--- config.mk ---
export PLATFORM = sky130hd
export DESIGN_NAME = ep6_stream_merge
export DESIGN_NICKNAME = d
export VERILOG_FILES = /design/src/rtl/ep6_merge_pkg.sv /design/src/rtl/ep6_stream_merge_fifo.sv /design/src/rtl/ep6_stream_merge.sv
export SDC_FILE = /design/constraint.sdc
export NUM_CORES = 2
export LEC_CHECK = 0
export CORE_MARGIN = 2
export CORE_UTILIZATION = 56
export DETAILED_ROUTE_END_ITERATION = 16
export HOLD_SLACK_MARGIN = 0.03
export PLACE_DENSITY = 0.83
export REMOVE_ABC_BUFFERS = 1
export SETUP_SLACK_MARGIN = 0.4
export SYNTH_ARGS = -nofsm -noshare
export SYNTH_HDL_FRONTEND = slang
export SYNTH_SLANG_ARGS = --single-unit
--- constraint.sdc ---
create_clock -name clk_100 -period 5.52 [get_ports clk_100]
set_input_delay 1.104 -clock clk_100 [delete_from_list [all_inputs] [get_ports clk_100]]
set_output_delay 1.104 -clock clk_100 [all_outputs]
set_load 0.03 [all_outputs]
--- src/rtl/ep6_merge_pkg.sv ---
// ep6_merge_pkg
//   Shared definitions for the EP6 stream merger:
//   - arbitration mode encodings (ARB_FIXED, ARB_RR)
//   - drop counter width
//   - rr_first(): round-robin "first set bit at or after ptr" search, which
//     also serves fixed priority when called with ptr = 0.
package ep6_merge_pkg;

  localparam int ARB_FIXED  = 0;
  localparam int ARB_RR     = 1;
  localparam int DROP_CNT_W = 16;
  localparam int MAX_NCH    = 8;

  // Returns {found, index[2:0]} of the first set bit of req[nch-1:0]
  // searching upward from ptr and wrapping at nch.
  function automatic logic [3:0] rr_first(input logic [MAX_NCH-1:0] req,
                                          input logic [2:0]         ptr,
                                          input int                 nch);
    logic [3:0] res;
    int         j;
    res = '0;
    // Scan from the far end back toward ptr so the nearest hit overwrites.
    for (int i = MAX_NCH - 1; i >= 0; i--) begin
      if (i < nch) begin
        j = int'(ptr) + i;
        if (j >= nch) j = j - nch;
        if (req[j[2:0]]) res = {1'b1, j[2:0]};
      end
    end
    return res;
  endfunction

endpackage

--- src/rtl/ep6_stream_merge_fifo.sv ---
// ep6_chan_fifo
//   Synchronous show-ahead FIFO for one merger channel. dout always shows
//   the head word while !empty, so a pop consumes the word already on dout.
//   Ports:
//     clk_100  system clock
//     rst_n    asynchronous active-low reset (pointers/count only)
//     din      write data
//     wr_en    push request (ignored when full unless a pop happens too)
//     rd_en    pop request (ignored when empty)
//     dout     head word
//     empty    no words stored
//     full     DEPTH words stored
//     count    words stored, 0..DEPTH
module ep6_chan_fifo #(
  parameter int DW    = 32,
  parameter int DEPTH = 16,
  localparam int AW   = $clog2(DEPTH)
) (
  input  logic          clk_100,
  input  logic          rst_n,
  input  logic [DW-1:0] din,
  input  logic          wr_en,
  input  logic          rd_en,
  output logic [DW-1:0] dout,
  output logic          empty,
  output logic          full,
  output logic [AW:0]   count
);

  logic [DW-1:0] mem [DEPTH];
  logic [AW-1:0] wr_ptr_reg;
  logic [AW-1:0] rd_ptr_reg;
  logic [AW:0]   count_reg;
  logic          do_wr;
  logic          do_rd;

  assign empty = (count_reg == '0);
  assign full  = (count_reg == (AW+1)'(DEPTH));
  assign count = count_reg;
  assign dout  = mem[rd_ptr_reg];

  assign do_rd = rd_en && !empty;
  // A pop in the same cycle frees the slot, so a full FIFO still accepts.
  assign do_wr = wr_en && (!full || do_rd);

  // Storage carries no reset; only the pointers define valid contents.
  always_ff @(posedge clk_100) begin
    if (do_wr) mem[wr_ptr_reg] <= din;
  end

  always_ff @(posedge clk_100 or negedge rst_n) begin
    if (!rst_n) begin
      wr_ptr_reg <= '0;
      rd_ptr_reg <= '0;
      count_reg  <= '0;
    end else begin
      if (do_wr) wr_ptr_reg <= wr_ptr_reg + 1'b1;
      if (do_rd) rd_ptr_reg <= rd_ptr_reg + 1'b1;
      case ({do_wr, do_rd})
        2'b10:   count_reg <= count_reg + 1'b1;
        2'b01:   count_reg <= count_reg - 1'b1;
        default: count_reg <= count_reg;
      endcase
    end
  end

endmodule

--- src/rtl/ep6_stream_merge.sv ---
// ep6_stream_merge
//   Buffers NCH word streams in per-channel FIFOs, gates each channel with a
//   hold-off timer and serialises the eligible channels onto one registered
//   valid/ready stream tagged with the source channel.
//   Ports:
//     clk_100    system clock
//     rst_n      asynchronous active-low reset
//     in_data    channel c at [c*DW +: DW]
//     in_valid   per-channel write strobe (no back-pressure)
//     out_data   merged word
//     out_chan   source channel of out_data
//     out_valid  out_data/out_chan valid
//     out_ready  downstream accepts the word
//     ovf        sticky per-channel overflow flags
//     drop_cnt   saturating count of dropped writes, all channels
module ep6_stream_merge
  import ep6_merge_pkg::*;
#(
  parameter int NCH      = 3,
  parameter int DW       = 32,
  parameter int DEPTH    = 16,
  parameter int HOLDOFF  = 400,
  parameter int ARB_MODE = ARB_FIXED,
  localparam int CW      = (NCH > 1) ? $clog2(NCH) : 1
) (
  input  logic                  clk_100,
  input  logic                  rst_n,
  input  logic [NCH*DW-1:0]     in_data,
  input  logic [NCH-1:0]        in_valid,
  output logic [DW-1:0]         out_data,
  output logic [CW-1:0]         out_chan,
  output logic                  out_valid,
  input  logic                  out_ready,
  output logic [NCH-1:0]        ovf,
  output logic [DROP_CNT_W-1:0] drop_cnt
);

  localparam int AW = $clog2(DEPTH);
  localparam int HW = (HOLDOFF > 0) ? $clog2(HOLDOFF + 1) : 1;

  logic [DW-1:0]         fifo_dout [NCH];
  logic [AW:0]           fifo_count [NCH];
  logic [NCH-1:0]        fifo_empty;
  logic [NCH-1:0]        fifo_full;
  logic [NCH-1:0]        eligible;
  logic [NCH-1:0]        rd_en;
  logic [NCH-1:0]        wr_ok;
  logic [NCH-1:0]        drop;

  logic [3:0]            pick;
  logic                  grant_found;
  logic [CW-1:0]         grant_idx;
  logic [DW-1:0]         head_data;
  logic                  load;

  logic [CW-1:0]         rr_ptr_reg;
  logic [DW-1:0]         out_data_reg;
  logic [CW-1:0]         out_chan_reg;
  logic                  out_valid_reg;
  logic [NCH-1:0]        ovf_reg;
  logic [DROP_CNT_W-1:0] drop_cnt_reg;
  logic [DROP_CNT_W-1:0] drop_cnt_next;
  logic [3:0]            drop_sum;
  logic [DROP_CNT_W:0]   drop_total;

  // Per-channel FIFO, write qualification and hold-off timer
  for (genvar gi = 0; gi < NCH; gi++) begin : g_chan
    logic [HW-1:0] hold_cnt_reg;

    ep6_chan_fifo #(
      .DW    (DW),
      .DEPTH (DEPTH)
    ) u_fifo (
      .clk_100 (clk_100),
      .rst_n   (rst_n),
      .din     (in_data[gi*DW +: DW]),
      .wr_en   (wr_ok[gi]),
      .rd_en   (rd_en[gi]),
      .dout    (fifo_dout[gi]),
      .empty   (fifo_empty[gi]),
      .full    (fifo_full[gi]),
      .count   (fifo_count[gi])
    );

    assign rd_en[gi] = load && (grant_idx == CW'(gi));
    assign wr_ok[gi] = in_valid[gi] && ((fifo_count[gi] < (AW+1)'(DEPTH)) || rd_en[gi]);
    assign drop[gi]  = in_valid[gi] && fifo_full[gi] && !rd_en[gi];

    // Counts cycles of continuous occupancy; an empty FIFO restarts it.
    always_ff @(posedge clk_100 or negedge rst_n) begin
      if (!rst_n) begin
        hold_cnt_reg <= '0;
      end else if (fifo_empty[gi]) begin
        hold_cnt_reg <= '0;
      end else if (hold_cnt_reg != HW'(HOLDOFF)) begin
        hold_cnt_reg <= hold_cnt_reg + 1'b1;
      end
    end

    assign eligible[gi] = !fifo_empty[gi] && (hold_cnt_reg == HW'(HOLDOFF));
  end

  // Arbiter: fixed priority is a round-robin search anchored at channel 0.
  always_comb begin
    if (ARB_MODE == ARB_RR) begin
      pick = rr_first(MAX_NCH'(eligible), 3'(rr_ptr_reg), NCH);
    end else begin
      pick = rr_first(MAX_NCH'(eligible), 3'd0, NCH);
    end
    grant_found = pick[3];
    grant_idx   = '0;
    head_data   = '0;
    for (int c = 0; c < NCH; c++) begin
      if (pick[2:0] == 3'(c)) begin
        grant_idx = CW'(c);
        head_data = fifo_dout[c];
      end
    end
  end

  // The output register can take a word when empty or being emptied now.
  assign load = (!out_valid_reg || out_ready) && grant_found;

  // Drop accounting: add the number of channels dropping this cycle.
  always_comb begin
    drop_sum = '0;
    for (int c = 0; c < NCH; c++) begin
      drop_sum = drop_sum + 4'(drop[c]);
    end
    drop_total    = {1'b0, drop_cnt_reg} + (DROP_CNT_W+1)'(drop_sum);
    drop_cnt_next = drop_total[DROP_CNT_W] ? '1 : drop_total[DROP_CNT_W-1:0];
  end

  always_ff @(posedge clk_100 or negedge rst_n) begin
    if (!rst_n) begin
      rr_ptr_reg    <= '0;
      out_data_reg  <= '0;
      out_chan_reg  <= '0;
      out_valid_reg <= 1'b0;
      ovf_reg       <= '0;
      drop_cnt_reg  <= '0;
    end else begin
      ovf_reg      <= ovf_reg | drop;
      drop_cnt_reg <= drop_cnt_next;
      if (load) begin
        out_data_reg  <= head_data;
        out_chan_reg  <= grant_idx;
        out_valid_reg <= 1'b1;
        if (ARB_MODE == ARB_RR) begin
          rr_ptr_reg <= (grant_idx == CW'(NCH - 1)) ? '0 : grant_idx + 1'b1;
        end
      end else if (out_ready) begin
        out_valid_reg <= 1'b0;
      end
    end
  end

  assign out_data  = out_data_reg;
  assign out_chan  = out_chan_reg;
  assign out_valid = out_valid_reg;
  assign ovf       = ovf_reg;
  assign drop_cnt  = drop_cnt_reg;

endmodule
# After elaboration in Yosys (flattened, before gate mapping)
# Memory sizes are Yosys's and may differ from the RTL's.
# Cells that the tools add are included.
# totals
regBits,120
latchBits,0
ramBits,1536
mem_bits_ro,0
out_inout_bits,54
n_memories,3
# classes
addsub,18
mul,0
div,0
n_lt_le_gt_ge,3
eq_ne,19
n_shift,0
muxes,26
bitwise_logic,1
reduce_logical,51
# mem_list
name,words,word_bits,read_ports,rd_clocked_by_memory_dff,write_ports,line,text
g_chan[0].u_fifo.mem,16,32,1,0,1,ep6_stream_merge_fifo.sv:30,logic [DW-1:0] mem [DEPTH];
g_chan[1].u_fifo.mem,16,32,1,0,1,ep6_stream_merge_fifo.sv:30,
g_chan[2].u_fifo.mem,16,32,1,0,1,ep6_stream_merge_fifo.sv:30,
# op_table
op,count
$mux W32,3
$mux W9,6
$pmux W5 S2,3
$add A9 B1 Y9 const B,3
$eq A9 B9 Y1 const B,3
$ne A9 B9 Y1 const B,3
$add A4 B1 Y4 const B,6
$logic_and A1 B1 Y1,22
$add A16 B3 Y17,1
$mux W16,1
$add A5 B1 Y5 const B,3
$eq A5 B5 Y1 const B,3
$logic_not A5 Y1,3
$lt A5 B5 Y1 const B,3
$sub A5 B1 Y5 const B,3
$reduce_bool A2 Y1,7
$mux W4,3
$logic_not A1 Y1,10
$mux W1,9
$eq A2 B1 Y1 const B,4
$eq A2 B2 Y1 const B,4
$logic_or A1 B1 Y1,7
$add A2 B1 Y3,1
$eq A3 B1 Y1 const B,1
other kinds (6),6

# Logic depth before layout (Yosys ltp)
# depth
ltp_word,17
mapped_depth,16

# Modules after synthesis
# A second synthesis with hierarchy kept.
# hier_totals
cells_unflattened,3157
area_unflattened_um2,64748.3
# modules_own_cells
mod,n_inst,cells_each,area_per_inst_um2
ep6_chan_fifo (g_chan[1].u_fifo),1,892,20085.5
ep6_chan_fifo (g_chan[0].u_fifo),1,891,20071.8
ep6_chan_fifo (g_chan[2].u_fifo),1,898,20059.2
ep6_stream_merge,1,476,4531.8

# Least setup slack after synthesis
# No wires, ideal clock.
# synth_timing
path_type,flip-flop to flip-flop
from,register g_chan[0].u_fifo.count_reg[1]
to,"memory g_chan[1].u_fifo.mem[3][0], enable pin"
arrival_time_ns,4.941
path_slack_ns,0.077
path_stages_with_launch,7
path_buffers,1
cell_sequence,dfrtp_1 -> or4_4 -> o211a_1 -> nor3_2 -> buf_2 -> o21ai_0 -> nor4_1
# synth_via
elab_chain_len,14
word_cells_on_any_way,18
classes_between,eq/ne (3); mux (5); reduce/logical (10)
# synth_rtl
element,line,text
start: declaration,ep6_stream_merge_fifo.sv:33,logic [AW:0] count_reg;
start signal: assignment,ep6_stream_merge_fifo.sv:60,2'b10: count_reg <= count_reg + 1'b1;
start signal: assignment,ep6_stream_merge_fifo.sv:61,2'b01: count_reg <= count_reg - 1'b1;
start signal: assignment,ep6_stream_merge_fifo.sv:62,default: count_reg <= count_reg;
$logic_not A5 Y1 *,ep6_stream_merge_fifo.sv:37,assign empty = (count_reg == '0);
$logic_not A1 Y1 *,ep6_stream_merge.sv:100,assign eligible[gi] = !fifo_empty[gi] && (hold_cnt_reg == HW'(HOLDOFF));
$logic_and A1 B1 Y1 *,ep6_stream_merge.sv:100,
$mux W4 *,ep6_merge_pkg.sv:27,"if (req[j[2:0]]) res = {1'b1, j[2:0]};"
$eq A3 B1 Y1,ep6_stream_merge.sv:114,if (pick[2:0] == 3'(c)) begin
$mux W1,ep6_stream_merge.sv:114,
$mux W2,ep6_stream_merge.sv:114,
$eq A2 B1 Y1,ep6_stream_merge.sv:85,assign rd_en[gi] = load && (grant_idx == CW'(gi));
$logic_and A1 B1 Y1 *,ep6_stream_merge.sv:85,
$logic_or A1 B1 Y1 or $logic_and A1 B1 Y1 (tied branches),"ep6_stream_merge.sv:86, ep6_stream_merge_fifo.sv:42",
$logic_and A1 B1 Y1 or $logic_or A1 B1 Y1 (tied branches),"ep6_stream_merge.sv:86, ep6_stream_merge_fifo.sv:44",
$logic_and A1 B1 Y1 *,ep6_stream_merge_fifo.sv:44,assign do_wr = wr_en && (!full || do_rd);
$mux W1 *,ep6_stream_merge_fifo.sv:48,if (do_wr) mem[wr_ptr_reg] <= din;
$mux W1 (not written as such) *,ep6_stream_merge_fifo.sv:48,
end: declaration,ep6_stream_merge_fifo.sv:30,
# Mark *: on every way between the ends. The rest lies on a longest branch, timed or not.

# Final worst setup path
# layout_timing
from,register g_chan[0].u_fifo.count_reg[1]
to,register drop_cnt_reg[1] (netlist: drop_cnt[1])
# layout_via
elab_chain_len,15
word_cells_on_any_way,27
classes_between,add/sub (3); eq/ne (5); mux (4); reduce/logical (15)
# layout_rtl
element,line,text
$logic_not A5 Y1,ep6_stream_merge_fifo.sv:37,
$logic_not A1 Y1,ep6_stream_merge.sv:100,
$logic_and A1 B1 Y1,ep6_stream_merge.sv:100,
$mux W4,ep6_merge_pkg.sv:27,
$eq A3 B1 Y1,ep6_stream_merge.sv:114,
$mux W1,ep6_stream_merge.sv:114,
$mux W2,ep6_stream_merge.sv:114,
$eq A2 B1 Y1 or $logic_not A2 Y1 (tied branches),ep6_stream_merge.sv:85,
$logic_and A1 B1 Y1,ep6_stream_merge.sv:85,
$logic_not A1 Y1,ep6_stream_merge.sv:87,assign drop[gi] = in_valid[gi] && fifo_full[gi] && !rd_en[gi];
$logic_and A1 B1 Y1,ep6_stream_merge.sv:87,
$add A1 B1 Y2,ep6_stream_merge.sv:128,drop_sum = drop_sum + 4'(drop[c]);
$add A2 B1 Y3 *,ep6_stream_merge.sv:128,
$add A16 B3 Y17 *,ep6_stream_merge.sv:130,"drop_total = {1'b0, drop_cnt_reg} + (DROP_CNT_W+1)'(drop_sum);"
$mux W16 *,ep6_stream_merge.sv:131,drop_cnt_next = drop_total[DROP_CNT_W] ? '1 : drop_total[DROP_CNT_W-1:0];
via drop_cnt_next[1],ep6_stream_merge.sv:62,logic [DROP_CNT_W-1:0] drop_cnt_next;
end signal: assignment,ep6_stream_merge.sv:144,drop_cnt_reg <= drop_cnt_next;
end: declaration,ep6_stream_merge.sv:61,logic [DROP_CNT_W-1:0] drop_cnt_reg;
# The timed path passes the listed nets; every way through them passes the cells marked *.
# A chain may end at the register's enable or synchronous reset.

==> run metrics <==
final worst slack between 1 and 1.5 ns; Tmin final between 4 and 5 ns; # Max-Cap Violations 0; Initial DRC Count around 4800; Synth async-reset ratio 7.25%; antenna violations before repair 14; leakage about 23 nW; worst path required time 6.24 ns; post-place setup slack around 0.73 ns; Pre-antenna DRT Iters 7; critical path fanouts, max 13; Synth warnings 0; number of synthesized flops with an enable pin 1536; Slew headroom between 20% and 30%; post-CTS sizing 0; # IOs 156; CTS root buf clkbuf_16; GPL Wtd Cong ~0.82; Post-Syn Area around 64000 sq um; RSZ-0062 raised after global routing false; CTS max path bufs 3; Multi-input gate area roughly 14000 sq um; FF+latch area around 49000 sq um; most common cell after layout, fill and taps aside edfxtp_1; Synth Instances between 2000 and 3000; CP endpoint kind flop; Syn Area/Cell around 22 sq um; Hold WS approximately 0.20 ns; flop and latch count out of synthesis between 1500 and 2000; final setup vio count 0; max reg flops 1536; Final ANT Viol Nets 0; clock-pin slew on the worst setup and hold paths 0.06 ns; placed cell area ~68000 sq um; layout cell share with drive strength beyond 1 approximately 26%; vias about 33000; CP max stage delay ~0.66 ns; post-synth top area cell edfxtp_1; fill count 6959; Final HPWL DP between 80000 and 90000 um; later-pin clock latency in the skew report 0.81 ns; critical setup path kind flop to flop; top-area cell type share of the netlist area between 70% and 80%; final std cell area, no fill about 73000 sq um; drt drc 0; worst-margin pin slew around 1.1 ns; Max Slew Vio Count 0; Post-synth top flop edfxtp_1; row count about 120; Total Power roughly 27 mW; most frequent cells in the layout edfxtp_1, mux4_2, clkbuf_16; register area share after synthesis between 70% and 80%; slowest CP cell or4_4; Layout area overhead 14.4%; GRT Residual Overflow 0; H-Tree Level Count 4; Port Buffer Count 155; dominant cells by area after synthesis edfxtp_1, mux4_2, dfrtp_1, a22oi_1, a21oi_1; routed vias/inst approximately 6.8; vias in the first global route 33561; DP Cell Count about 4500; status finished, final reports clean; clock sink count around 1700; die extent in x 342 um; Die H approximately 340 um; die area approximately 120000 sq um; largest net degree at the start of global routing 62; total routed wirelength between 150000 and 200000 um; global-route wire length before repair about 230000 um; nets about 3300; final std cells w/o fill between 4000 and 5000; postcts setup bufs 0; count of cell types in the netlist 60; number of buffers created by CTS 158; PwrDens 363 nW/um^2; CTS Hold Bufs 0; CTS tree yes; Worst setup SP type flop; Max VDD drop between 0.3 and 0.4 mV; Fin. Hold Viols 0; Core ar. between 100000 and 150000 sq um; crit path DAT between 5 and 6 ns; period utilization 78.5%; fmax around 0.23 GHz; All-Layer GR Usage 28.0%; CP Cell Sequence or4_4 -> o211ai_2 -> nand4_2 -> nand2_1 -> nor2_1 -> fa_1 -> ha_1 -> fa_1 -> nand2_1 -> or3_1 -> nor2_1 -> nand3_1 -> nand2b_1; hold crit path type input port to asynchronous set/reset pin; Setup Skew between 0.07 and 0.08 ns; starting density of the core a little under three fifths; WL/cell approximately 33 um
[where the power goes]
| group | switching [mW] | internal (mW) | leakage (nW) |
|---|---|---|---|
| registers | 0.316 | 14.0 | 15.3 |
| clock network | 4.81 | 6.10 | 2.55 |
| logic | 0.842 | 0.467 | 5.27 |
[cell usage after synthesis, types with 7 or more instances]
| library cell | number |
|---|---|
| nor3_1 | 14 |
| ha_1 | 33 |
| inv_1 | 31 |
| nor4_1 | 9 |
| buf_2 | 54 |
| a21o_1 | 7 |
| a21oi_1 | 93 |
| nor2_1 | 69 |
| dfrtp_1 | 120 |
| nor2b_1 | 32 |
| a211oi_1 | 26 |
| mux2_2 | 10 |
| clkbuf_1 | 76 |
| mux4_2 | 428 |
| nand2b_1 | 9 |
| nand2_1 | 52 |
| buf_1 | 15 |
| xor2_1 | 22 |
| a22oi_1 | 76 |
| o21ai_0 | 35 |
| nand4_1 | 11 |
| nand3_1 | 24 |
| mux2i_1 | 29 |
| edfxtp_1 | 1536 |
| xnor2_1 | 36 |
| and3_1 | 10 |
[worst paths after layout]
check,startpoint,end,slack (ns),depth (start not counted)
setup / recovery,g_chan[0].u_fifo.count[1]$_DFFE_PN0P_,drop_cnt[1]$_DFF_PN0_,1.19,13
hold / removal,rst_n,g_chan[1].hold_cnt_reg[7]$_DFFE_PN0P_,0.20,1
setup reg to reg,g_chan[0].u_fifo.count[1]$_DFFE_PN0P_,drop_cnt[1]$_DFF_PN0_,1.19,13
hold reg to reg,ovf[0]$_DFF_PN0_,ovf[0]$_DFF_PN0_,0.51,1
max in group asynchronous,rst_n,g_chan[0].u_fifo.rd_ptr_reg[1]$_DFFE_PN0P_,4.25,2
min in group clk_100,ovf[0]$_DFF_PN0_,ovf[0]$_DFF_PN0_,0.51,1
[metrics by stage]
step                util [%]  TNS (ns)
floorplan                  -    -43.15
global placement        59.7         0
detailed placement      59.7         0
CTS                     64.3         0
global route            64.3         0
finish                  64.3         0
[critical path, delay by kind of cell (launching register included)]
kind | cells | cell delay, ns
and+or+nand+nor | 9 | 2.49
adders and majority gates | 3 | 0.93
DFF | 1 | 0.46
AOI/OAI and AO/OA | 1 | 0.37
[cells by family after synthesis]
logic type / share of synthesized area (%)
buf+inv: 1.21
simple gates: 2.07
xor+xnor: 0.793
flops: 76.7
fa+ha+maj: 0.801
mux: 15.7
compound gates: 2.76
[per-layer routing]
metal | vias up | GRT usage (%) | part of all wire, %
met2 | 2524 | 44.7 | 49
met4 | 18 | 14.0 | 5.2
met1 | 17024 | 37.2 | 34
met3 | 446 | 5.90 | 11
met5 | - | 0 | 0.073
li1 | 12769 | - | -
[layout make-up]
class | count | area share, %
Tap cell | 1512 | 2.58
Inverter | 31 | 0.159
Clock inverter | 87 | 1.37
Timing Repair Buffer | 256 | 3.29
Sequential cell | 1656 | 67.1
Antenna cell | 4 | 0.0137
Multi-Input combinational cell | 1088 | 19.7
Clock buffer | 205 | 5.76
No activity file was read; power rests on OpenSTA's default activity.
